**src/rtl/ieee_adder_sched.sv**
```systemverilog
// ieee_adder_sched: two-port round-robin scheduler in front of a shared,
// three-stage IEEE-754 single-precision adder (truncating, no NaN/Inf handling).
// Each port has credit control and its own in-order response FIFO.
// Optional statistics counters are enabled by defining IEEE_SCHED_STATS_EN.
`ifndef WIDTH_NUMBER
`define WIDTH_NUMBER 32
`endif

module ieee_adder_sched #(
   parameter int PIPE_DEPTH = 3,
   parameter int OUT_DEPTH  = 2
) (
   input  logic                     clk,
   input  logic                     rst_n,
   input  logic                     a_valid,
   output logic                     a_ready,
   input  logic [`WIDTH_NUMBER-1:0] a_opx,
   input  logic [`WIDTH_NUMBER-1:0] a_opy,
   input  logic                     a_sub,
   output logic                     a_rsp_valid,
   input  logic                     a_rsp_ready,
   output logic [`WIDTH_NUMBER-1:0] a_rsp_data,
   input  logic                     b_valid,
   output logic                     b_ready,
   input  logic [`WIDTH_NUMBER-1:0] b_opx,
   input  logic [`WIDTH_NUMBER-1:0] b_opy,
   input  logic                     b_sub,
   output logic                     b_rsp_valid,
   input  logic                     b_rsp_ready,
   output logic [`WIDTH_NUMBER-1:0] b_rsp_data,
   output logic                     busy
`ifdef IEEE_SCHED_STATS_EN
   ,
   output logic [31:0]              stat_grant_a,
   output logic [31:0]              stat_grant_b,
   output logic [31:0]              stat_stall
`endif
);

   localparam int CW = $clog2(OUT_DEPTH + 1);
   localparam int PW = (OUT_DEPTH > 1) ? $clog2(OUT_DEPTH) : 1;
   localparam int W  = `WIDTH_NUMBER;

   logic [1:0]        elig;
   logic [1:0]        grant;
   logic [1:0]        rspReady;
   logic [1:0]        rspValid;
   logic [1:0][W-1:0] rspData;
   logic              lastGrantReg;   // 0 = A, 1 = B

   // Stage registers
   logic              s1Valid, s1Tag;
   logic [W-1:0]      s1X, s1Y;
   logic              s2Valid, s2Tag, s2Sign, s2EffSub;
   logic [7:0]        s2Exp, s2Diff;
   logic [23:0]       s2BigSig, s2SmallSig;
   logic              s3Valid, s3Tag;
   logic [W-1:0]      s3Sum;
   logic [PIPE_DEPTH-1:0] pipeValid;

   // Stage combinational signals
   logic              xBig;
   logic [W-1:0]      bigOp, smallOp;
   logic [23:0]       alignedSig;
   logic [24:0]       rawSum;
   logic [4:0]        msb, lzc;
   logic [22:0]       normSig;
   logic [W-1:0]      sumNext;

   assign rspReady = {b_rsp_ready, a_rsp_ready};

   // Round-robin: on a conflict the port not granted last time wins; ready is
   // forced low while reset is asserted.
   assign a_ready = rst_n & elig[0] & (~(b_valid & elig[1]) | lastGrantReg);
   assign b_ready = rst_n & elig[1] & (~(a_valid & elig[0]) | ~lastGrantReg);
   assign grant   = {b_valid & b_ready, a_valid & a_ready};

   // Remember the last port that actually handshook.
   always_ff @(posedge clk or negedge rst_n) begin
      if (!rst_n)        lastGrantReg <= 1'b1;
      else if (grant[0]) lastGrantReg <= 1'b0;
      else if (grant[1]) lastGrantReg <= 1'b1;
   end

   // S1: capture the granted operands; subtraction is folded into Y's sign.
   always_ff @(posedge clk or negedge rst_n) begin
      if (!rst_n) begin
         s1Valid <= 1'b0;
         s1Tag   <= 1'b0;
         s1X     <= '0;
         s1Y     <= '0;
      end else begin
         s1Valid <= |grant;
         if (|grant) begin
            s1Tag <= grant[1];
            s1X   <= grant[1] ? b_opx : a_opx;
            s1Y   <= (grant[1] ? b_opy : a_opy) ^ {(grant[1] ? b_sub : a_sub), {(W-1){1'b0}}};
         end
      end
   end

   // Magnitude compare picks the larger operand, so the subtract below never underflows.
   always_comb begin
      xBig    = s1X[30:0] >= s1Y[30:0];
      bigOp   = xBig ? s1X : s1Y;
      smallOp = xBig ? s1Y : s1X;
   end

   // S2: prepared sign/exponent/significands and exponent difference.
   always_ff @(posedge clk or negedge rst_n) begin
      if (!rst_n) begin
         s2Valid    <= 1'b0;
         s2Tag      <= 1'b0;
         s2Sign     <= 1'b0;
         s2EffSub   <= 1'b0;
         s2Exp      <= '0;
         s2Diff     <= '0;
         s2BigSig   <= '0;
         s2SmallSig <= '0;
      end else begin
         s2Valid    <= s1Valid;
         s2Tag      <= s1Tag;
         s2Sign     <= bigOp[31];
         s2EffSub   <= s1X[31] ^ s1Y[31];
         s2Exp      <= bigOp[30:23];
         s2Diff     <= bigOp[30:23] - smallOp[30:23];
         s2BigSig   <= {|bigOp[30:23], bigOp[22:0]};
         s2SmallSig <= {|smallOp[30:23], smallOp[22:0]};
      end
   end

   // Align, add/subtract and normalise; bits shifted out are simply dropped.
   always_comb begin
      alignedSig = s2SmallSig >> s2Diff;
      rawSum     = s2EffSub ? ({1'b0, s2BigSig} - {1'b0, alignedSig})
                            : ({1'b0, s2BigSig} + {1'b0, alignedSig});
      msb = '0;
      for (int i = 0; i < 24; i++) begin
         if (rawSum[i]) msb = 5'(i);
      end
      lzc     = 5'd23 - msb;
      normSig = rawSum[22:0] << lzc;
      sumNext = '0;
      if (rawSum[24])
         sumNext = {s2Sign, s2Exp + 8'd1, rawSum[23:1]};
      else if (rawSum[23:0] != 24'd0)
         sumNext = {s2Sign, s2Exp - {3'b000, lzc}, normSig};
   end

   // S3: register the finished sum; it is written to its port's FIFO next edge.
   always_ff @(posedge clk or negedge rst_n) begin
      if (!rst_n) begin
         s3Valid <= 1'b0;
         s3Tag   <= 1'b0;
         s3Sum   <= '0;
      end else begin
         s3Valid <= s2Valid;
         s3Tag   <= s2Tag;
         s3Sum   <= sumNext;
      end
   end

   assign pipeValid = {s3Valid, s2Valid, s1Valid};

   for (genvar gi = 0; gi < 2; gi++) begin : gPort
      logic [CW-1:0] cntReg, occReg;
      logic [PW-1:0] wrPtrReg, rdPtrReg;
      logic [W-1:0]  mem [OUT_DEPTH];
      logic          retire, pop;

      assign retire       = s3Valid && (s3Tag == 1'(gi));
      assign pop          = (occReg != '0) && rspReady[gi];
      assign elig[gi]     = cntReg < CW'(OUT_DEPTH);
      assign rspValid[gi] = occReg != '0;
      assign rspData[gi]  = rspValid[gi] ? mem[rdPtrReg] : '0;

      // Credits: in-flight plus buffered; a retire only moves an op between the two.
      always_ff @(posedge clk or negedge rst_n) begin
         if (!rst_n) cntReg <= '0;
         else        cntReg <= cntReg + CW'(grant[gi]) - CW'(pop);
      end

      // FIFO occupancy and pointers.
      always_ff @(posedge clk or negedge rst_n) begin
         if (!rst_n) begin
            occReg   <= '0;
            wrPtrReg <= '0;
            rdPtrReg <= '0;
         end else begin
            occReg <= occReg + CW'(retire) - CW'(pop);
            if (retire) wrPtrReg <= (wrPtrReg == PW'(OUT_DEPTH - 1)) ? '0 : wrPtrReg + 1'b1;
            if (pop)    rdPtrReg <= (rdPtrReg == PW'(OUT_DEPTH - 1)) ? '0 : rdPtrReg + 1'b1;
         end
      end

      // FIFO storage; stale contents are masked by the occupancy count.
      always_ff @(posedge clk) begin
         if (retire) mem[wrPtrReg] <= s3Sum;
      end
   end

   assign a_rsp_valid = rspValid[0];
   assign b_rsp_valid = rspValid[1];
   assign a_rsp_data  = rspData[0];
   assign b_rsp_data  = rspData[1];
   assign busy        = (|pipeValid) | (|rspValid);

`ifdef IEEE_SCHED_STATS_EN
   // Grant counts per port and cycles where a request waited without a handshake.
   always_ff @(posedge clk or negedge rst_n) begin
      if (!rst_n) begin
         stat_grant_a <= '0;
         stat_grant_b <= '0;
         stat_stall   <= '0;
      end else begin
         if (grant[0]) stat_grant_a <= stat_grant_a + 32'd1;
         if (grant[1]) stat_grant_b <= stat_grant_b + 32'd1;
         if ((a_valid | b_valid) && !(|grant)) stat_stall <= stat_stall + 32'd1;
      end
   end
`endif

endmodule
```
**config.mk**
```make
export PLATFORM = sky130hd
export DESIGN_NAME = ieee_adder_sched
export DESIGN_NICKNAME = d
export VERILOG_FILES = /design/src/rtl/ieee_adder_sched.sv
export SDC_FILE = /design/constraint.sdc
export NUM_CORES = 1
export LEC_CHECK = 0
export CAP_MARGIN = 20
export CORE_MARGIN = 10
export CORE_UTILIZATION = 45
export CTS_CLUSTER_DIAMETER = 120
export DETAILED_ROUTE_END_ITERATION = 16
export PLACE_DENSITY = 0.74
export SLEW_MARGIN = 0
export SYNTH_ARGS = -nofsm -noshare
export SYNTH_HDL_FRONTEND = slang
export SYNTH_SLANG_ARGS = --single-unit
```
**constraint.sdc**
```tcl
create_clock -name clk -period 10.51 [get_ports clk]
set_clock_uncertainty 0.1 [all_clocks]
set_input_delay 2.102 -clock clk [delete_from_list [all_inputs] [get_ports clk]]
set_output_delay 2.102 -clock clk [all_outputs]
set_load 0.005 [all_outputs]
```
### Word level (Yosys, flattened, before mapping)

Memory sizes are Yosys's and may differ from the RTL's.
Index checks and enable logic that the tools add are counted.

* register bits after elaboration: 181
* memory bits (writable): 128
* input port bits: 136
* output and inout port bits: 69
* word-level logic and storage cells: 122
* memories kept: 2

Memory list
* gPort[0].mem: depth 2, bits a word 32, read ports 1, clocked after Yosys merged registers in 0, write ports 1, line 168 `logic [W-1:0] mem [OUT_DEPTH];`
* gPort[1].mem: depth 2, bits a word 32, read ports 1, clocked after Yosys merged registers in 0, write ports 1, line 168

* add/subtract/negate cells: 18
* $lt $le $gt $ge: 3
* shift-type cells: 2
* mux-type cells: 43
* bitwise operators: 17
* reduce and logical (&&, ||, !) cells: 13

Operator list (number)
* 32-bit two-way mux: 7
* 5-bit two-way mux: 18
* 32-bit XOR: 1
* 31-bit >= comparator: 1
* 31-bit two-way mux: 1
* 24-bit by 24-bit adder with 25-bit output: 1
* 25-bit two-way mux: 1
* 24-bit by 24-bit subtractor with 25-bit output: 1
* 24-bit nonzero test: 1
* 24-bit by 8-bit >> shifter with 24-bit output: 1
* 23-bit by 5-bit left shift with 23-bit output: 1
* 8-bit OR reduction: 2
* 1-bit two-way mux: 12
* 2-bit by 1-bit adder with 2-bit output: 4
* 8-bit by 1-bit adder with 8-bit output (second input constant): 1
* 1-bit AND: 8
* 2-bit by 1-bit subtractor with 2-bit output: 4
* 8-bit by 5-bit subtractor with 8-bit output: 1
* 8-bit subtractor: 1
* 3-bit two-way mux: 2
* 2-bit nonzero test: 3
* 5-bit subtractor (first input constant): 1
* 1-bit adder (second input constant): 4
* 1-bit logical AND: 4
* other kinds (7): 15

### Logic depth before layout (Yosys ltp)

Gate-level depths: netlist (run 1).

* depth in word-level cells: 30
* mapped depth: 40
* depth with buffers taken out: 34

### Worst setup path after synthesis (run 1)

No wires, ideal clock.

* path kind: reg-to-reg
* start point: register s2Diff[0]
* end point: register s3Sum[30]
* setup time: 0.123 ns
* data arrival time: 7.368 ns
* required time: 10.287 ns
* setup slack: 2.919 ns
* stages on the path, launching flop included: 37
* buffers on the path: 6
* clock period less this slack: 7.591 ns
* cells stage by stage: dfrtp_1 -> buf_4 -> buf_4 -> mux4_2 -> mux2_2 -> nand3_1 -> a21oi_1 -> o21bai_1 -> ha_1 -> o2111a_1 -> nor4b_4 -> nand2_1 -> nor3b_1 -> nand2_1 -> nand2_1 -> a22oi_1 -> ha_1 -> clkbuf_1 -> and4_1 -> and3_1 -> o211a_1 -> mux2_2 -> or2_0 -> buf_2 -> or3_4 -> a21oi_4 -> inv_2 -> buf_2 -> clkbuf_1 -> ha_1 -> o21ai_0 -> nand2b_1 -> a21o_1 -> a21o_1 -> nor3_1 -> o211a_1 -> nor2_1

* cells in the longest elaborated chain, start to end: 30
* elaborated cells between the ends (all ways): 32
* those cells by class: 4 x add/sub; 1 x shift; 26 x mux; 1 x reduce/logical

RTL lines
* from (decl): line 55 `logic [7:0] s2Exp, s2Diff;`
* from (signal assigned): line 126 `s2Diff <= bigOp[30:23] - smallOp[30:23];`
* 24-bit by 8-bit >> shifter with 24-bit output *: line 134 `alignedSig = s2SmallSig >> s2Diff;`
* 24-bit by 24-bit adder with 25-bit output / 24-bit by 24-bit subtractor with 25-bit output (equally long branches): line 136, 135
* 25-bit two-way mux *: line 135 `rawSum = s2EffSub ? ({1'b0, s2BigSig} - {1'b0, alignedSig})`
* 1-bit two-way mux: line 139 `if (rawSum[i]) msb = 5'(i);`
* 2-bit two-way mux (2 in series): line 139
* 3-bit two-way mux (2 in series): line 139
* 5-bit two-way mux (18 in series): line 139
* 5-bit subtractor: line 141 `lzc = 5'd23 - msb;`
* 8-bit by 5-bit subtractor with 8-bit output: line 147 `sumNext = {s2Sign, s2Exp - {3'b000, lzc}, normSig};`
* 32-bit two-way mux: line 146 `else if (rawSum[23:0] != 24'd0)`
* 32-bit two-way mux *: line 144 `if (rawSum[24])`
* named net sumNext[30]: line 68 `logic [W-1:0] sumNext;`
* to (signal assigned): line 159 `s3Sum <= sumNext;`
* to (decl): line 58 `logic [W-1:0] s3Sum;`

Mark *: on every way through the listed nets, which the timed path passes. The rest lies on a longest branch.
A chain may end at the register's enable or synchronous reset.

### Final worst setup path (run 1)

* start point: register s2Diff[0]
* end point: register s3Sum[29]

The elaborated chain is that of the path after synthesis.

==> results.cfg, run 1 <==
[worst_setup_path]
cp_max_fo = 22
crit_type = reg2reg
cp-end-kind = flip-flop
crit_buf_inv = 4
start_kind = flip-flop
crit_slowest_cell = dfrtp_1
crit_path_max_incr_delay_ns = 0.98
critPathRequiredTime_ns = 10.88
cp.arrival_ns = 9.39
crit_family = simple AND/OR/NAND/NOR gates

[min_path]
hp-class = reg2reg

[clock_tree]
cts_max_level = 2
cts_buffer_depth = 3
post_cts_resized = 0
clock_latency_ns = 0.55
post_cts_buffers = 0
cts_made_buffers = 35
cts_tree = built
cts_sinks = 309
postCtsHoldBufs = 0
clk_pin_slew_worst_paths_ns = 0.06
root_buffer = clkbuf_16

[timing]
relSlewSlack_pct = 28.27
final.setup.tns_ns = 0
rsz0062_at_grt = no
max_freq_ghz = 0.1108
period_minus_slack_ns = 9.023
worst_pin_slew_ns = 1.076
maxSlewViolCount = 0
setup_viol = 0
finalCritPeriodShare_pct = 85.85
hold_viol = 0

[die]
fp.dieW_microns = 225.1
coreArea_sq_um = 41760
die_y_microns = 225.1
start_util_pct = 45.34
pin_count = 205
std_cell_rows = 75
die_area_sq_um = 50670

[drt]
vias = 15770
wl_microns = 54340
wl_per_cell_microns = 20.20
drt_iter0_drc = 1038
drcViolationCount = 0
ant_nets = 0
via_per_inst = 5.862
drt_pass1_iterations = 5

[finish]
layout_common_cells = nand2_1 (252), nor2_1 (209), clkdlybuf4s50_1 (203)
nets = 2336
syn_to_final_growth_pct = 19.04
diodes = 0
mostFrequentLayoutCell = nand2_1
drive_above_1_share_pct = 7.903

[placed_design]
hpwl_microns = 41900
gp_congestion = 0.9418
io_buffers = 204

[logic_synthesis]
yosys_warnings = 0
ys_seq_area_share_pct = 44.23
synth_ff_type = dfrtp_1
synth_area_sq_um = 18930
synth.largest_area_cell = dfrtp_1
netlist_top_cells_area = dfrtp_1 (24%), edfxtp_1 (20%), mux2i_1 (5.2%), nand2_1 (5.0%), ha_1 (4.8%)
synth.distinct_cells = 114
avgSynthCellArea_sq_um = 9.625
synth_nets = 2177
synth-seq-cells = 309
synthArstFlopShare_pct = 58.58
synth_top_cell_area_share_pct = 23.79
synth_edf_count = 128
syn_inst = 1967

[global_route]
antenna_found_initial = 0
grt_pass1_vias = 15570
grt_pass1_wl_microns = 86090
overflow = 0
grt_max_degree = 110
grtUsageTotal_pct = 21.12

[status]
status = finished clean

[run]
maxCapViolations = 0
state kept, by name, indices dropped and copies added, names as in the netlist, 2 cells and up:
| signal | flops |
|---|---|
| gPort.rdPtrReg | 2 |
| s3Sum | 32 |
| s2SmallSig | 24 |
| gPort.occReg | 4 |
| s2Exp | 8 |
| s1X | 32 |
| gPort.wrPtrReg | 2 |
| s1Y | 32 |
| gPort.mem | 128 |
| s2Diff | 8 |
| gPort.cntReg | 4 |
| s2BigSig | 24 |
worst paths after layout:
check	start	to	slack, ns	depth (start not counted)
min reg2reg	s2Tag	s3Tag	0.25	0
max in group asynchronous	rst_n	gPort[0].rdPtrReg	7.51	2
max	s2Diff[0]	s3Sum[29]	1.49	33
max reg2reg	s2Diff[0]	s3Sum[29]	1.49	33
min	s2Tag	s3Tag	0.25	0
min in group asynchronous	rst_n	s1X[17]	1.46	1
routing by layer:
metal | vias up | wire (microns) | track usage, %
li1 | 7591 | - | -
met1 | 7615 | 22940 | 25.67
met2 | 473 | 26780 | 36.64
met3 | 91 | 2816 | 3.787
met4 | 0 | 1802 | 7.996
met5 | - | 0 | 0
Yosys cell counts (6+ instances only):
cell type and number:
nand4_1 14, clkbuf_1 70, o22ai_1 15, or2_2 6, o21bai_1 9, a21o_1 27
ha_1 72, o21ai_0 122, nor3_1 28, nor2_1 215, mux2_2 7, o211ai_1 17
o21a_1 18, buf_1 6, mux2i_1 98, nand3_1 22, nand2b_1 18, nand2_1 254
and3_1 16, a22oi_1 11, inv_1 58, buf_4 11, a221oi_1 13, mux4_2 9
or3_1 11, o211a_1 9, buf_2 21, o21ai_1 10, xnor2_1 40, xor2_1 18
nor4_1 17, o221ai_1 14, a31oi_1 81, nor3b_1 6, a21oi_1 75, a211oi_1 45
edfxtp_1 128, dfrtp_1 180, and2_1 15, nor2b_1 13
cell type report:
type / instances / area (sq um)
fillers: 3689 / 19220
multi-input cells: 1481 / 9816
flip-flops and latches: 309 / 8377
repair buffers: 236 / 2281
clock buffers: 47 / 970.9
well taps: 539 / 674.4
inverters: 63 / 236.5
clock inverters: 15 / 181.4
logic make-up (layout without fill, tap and decap cells):
family | Yosys count | in the layout | share of synthesized area, %
and+or+nand+nor | 675 | 675 | 16.58
AOI/OAI and AO/OA | 556 | 556 | 20.37
DFF | 309 | 309 | 44.23
buffers and inverters | 177 | 361 | 4.091
muxes | 114 | 114 | 6.668
adders and majority gates | 74 | 74 | 4.970
xor gates and xnor gates | 62 | 62 | 3.086
through the flow:
step / utilization [%] / instances / area (sq um) / worst slack [ns] / hold WS [ns]
final: 53.97 / 2690 / 22540 / 1.487 / 0.2549
after global routing: 53.97 / 2690 / 22540 / 0.8845 / 0.2626
after global placement: 51.20 / 2627 / 21380 / 1.824 / 0.2360
after CTS: 53.97 / 2690 / 22540 / 1.610 / 0.2599
after detailed placement: 51.21 / 2628 / 21380 / 1.657 / 0.2463
after floorplan: - / 1967 / 18930 / 2.919 / 0.2312
Power of run 1 is left out: the tool's default activity adds up to more than one toggle a clock period on the data nets, which glitch-free logic cannot reach.
==> run 2, diff against run 1 <==
--- a/config.mk
+++ b/config.mk
@@ -8,7 +8,7 @@
 export CAP_MARGIN = 20
 export CORE_MARGIN = 10
 export CORE_UTILIZATION = 45
-export CTS_CLUSTER_DIAMETER = 120
+export CTS_CLUSTER_DIAMETER = 200
 export DETAILED_ROUTE_END_ITERATION = 16
 export PLACE_DENSITY = 0.74
 export SLEW_MARGIN = 0
==> results of run 2 <==
Final layout, timing and power as in run 1 (identical DEF).
Power of run 2 is left out for the same reason.
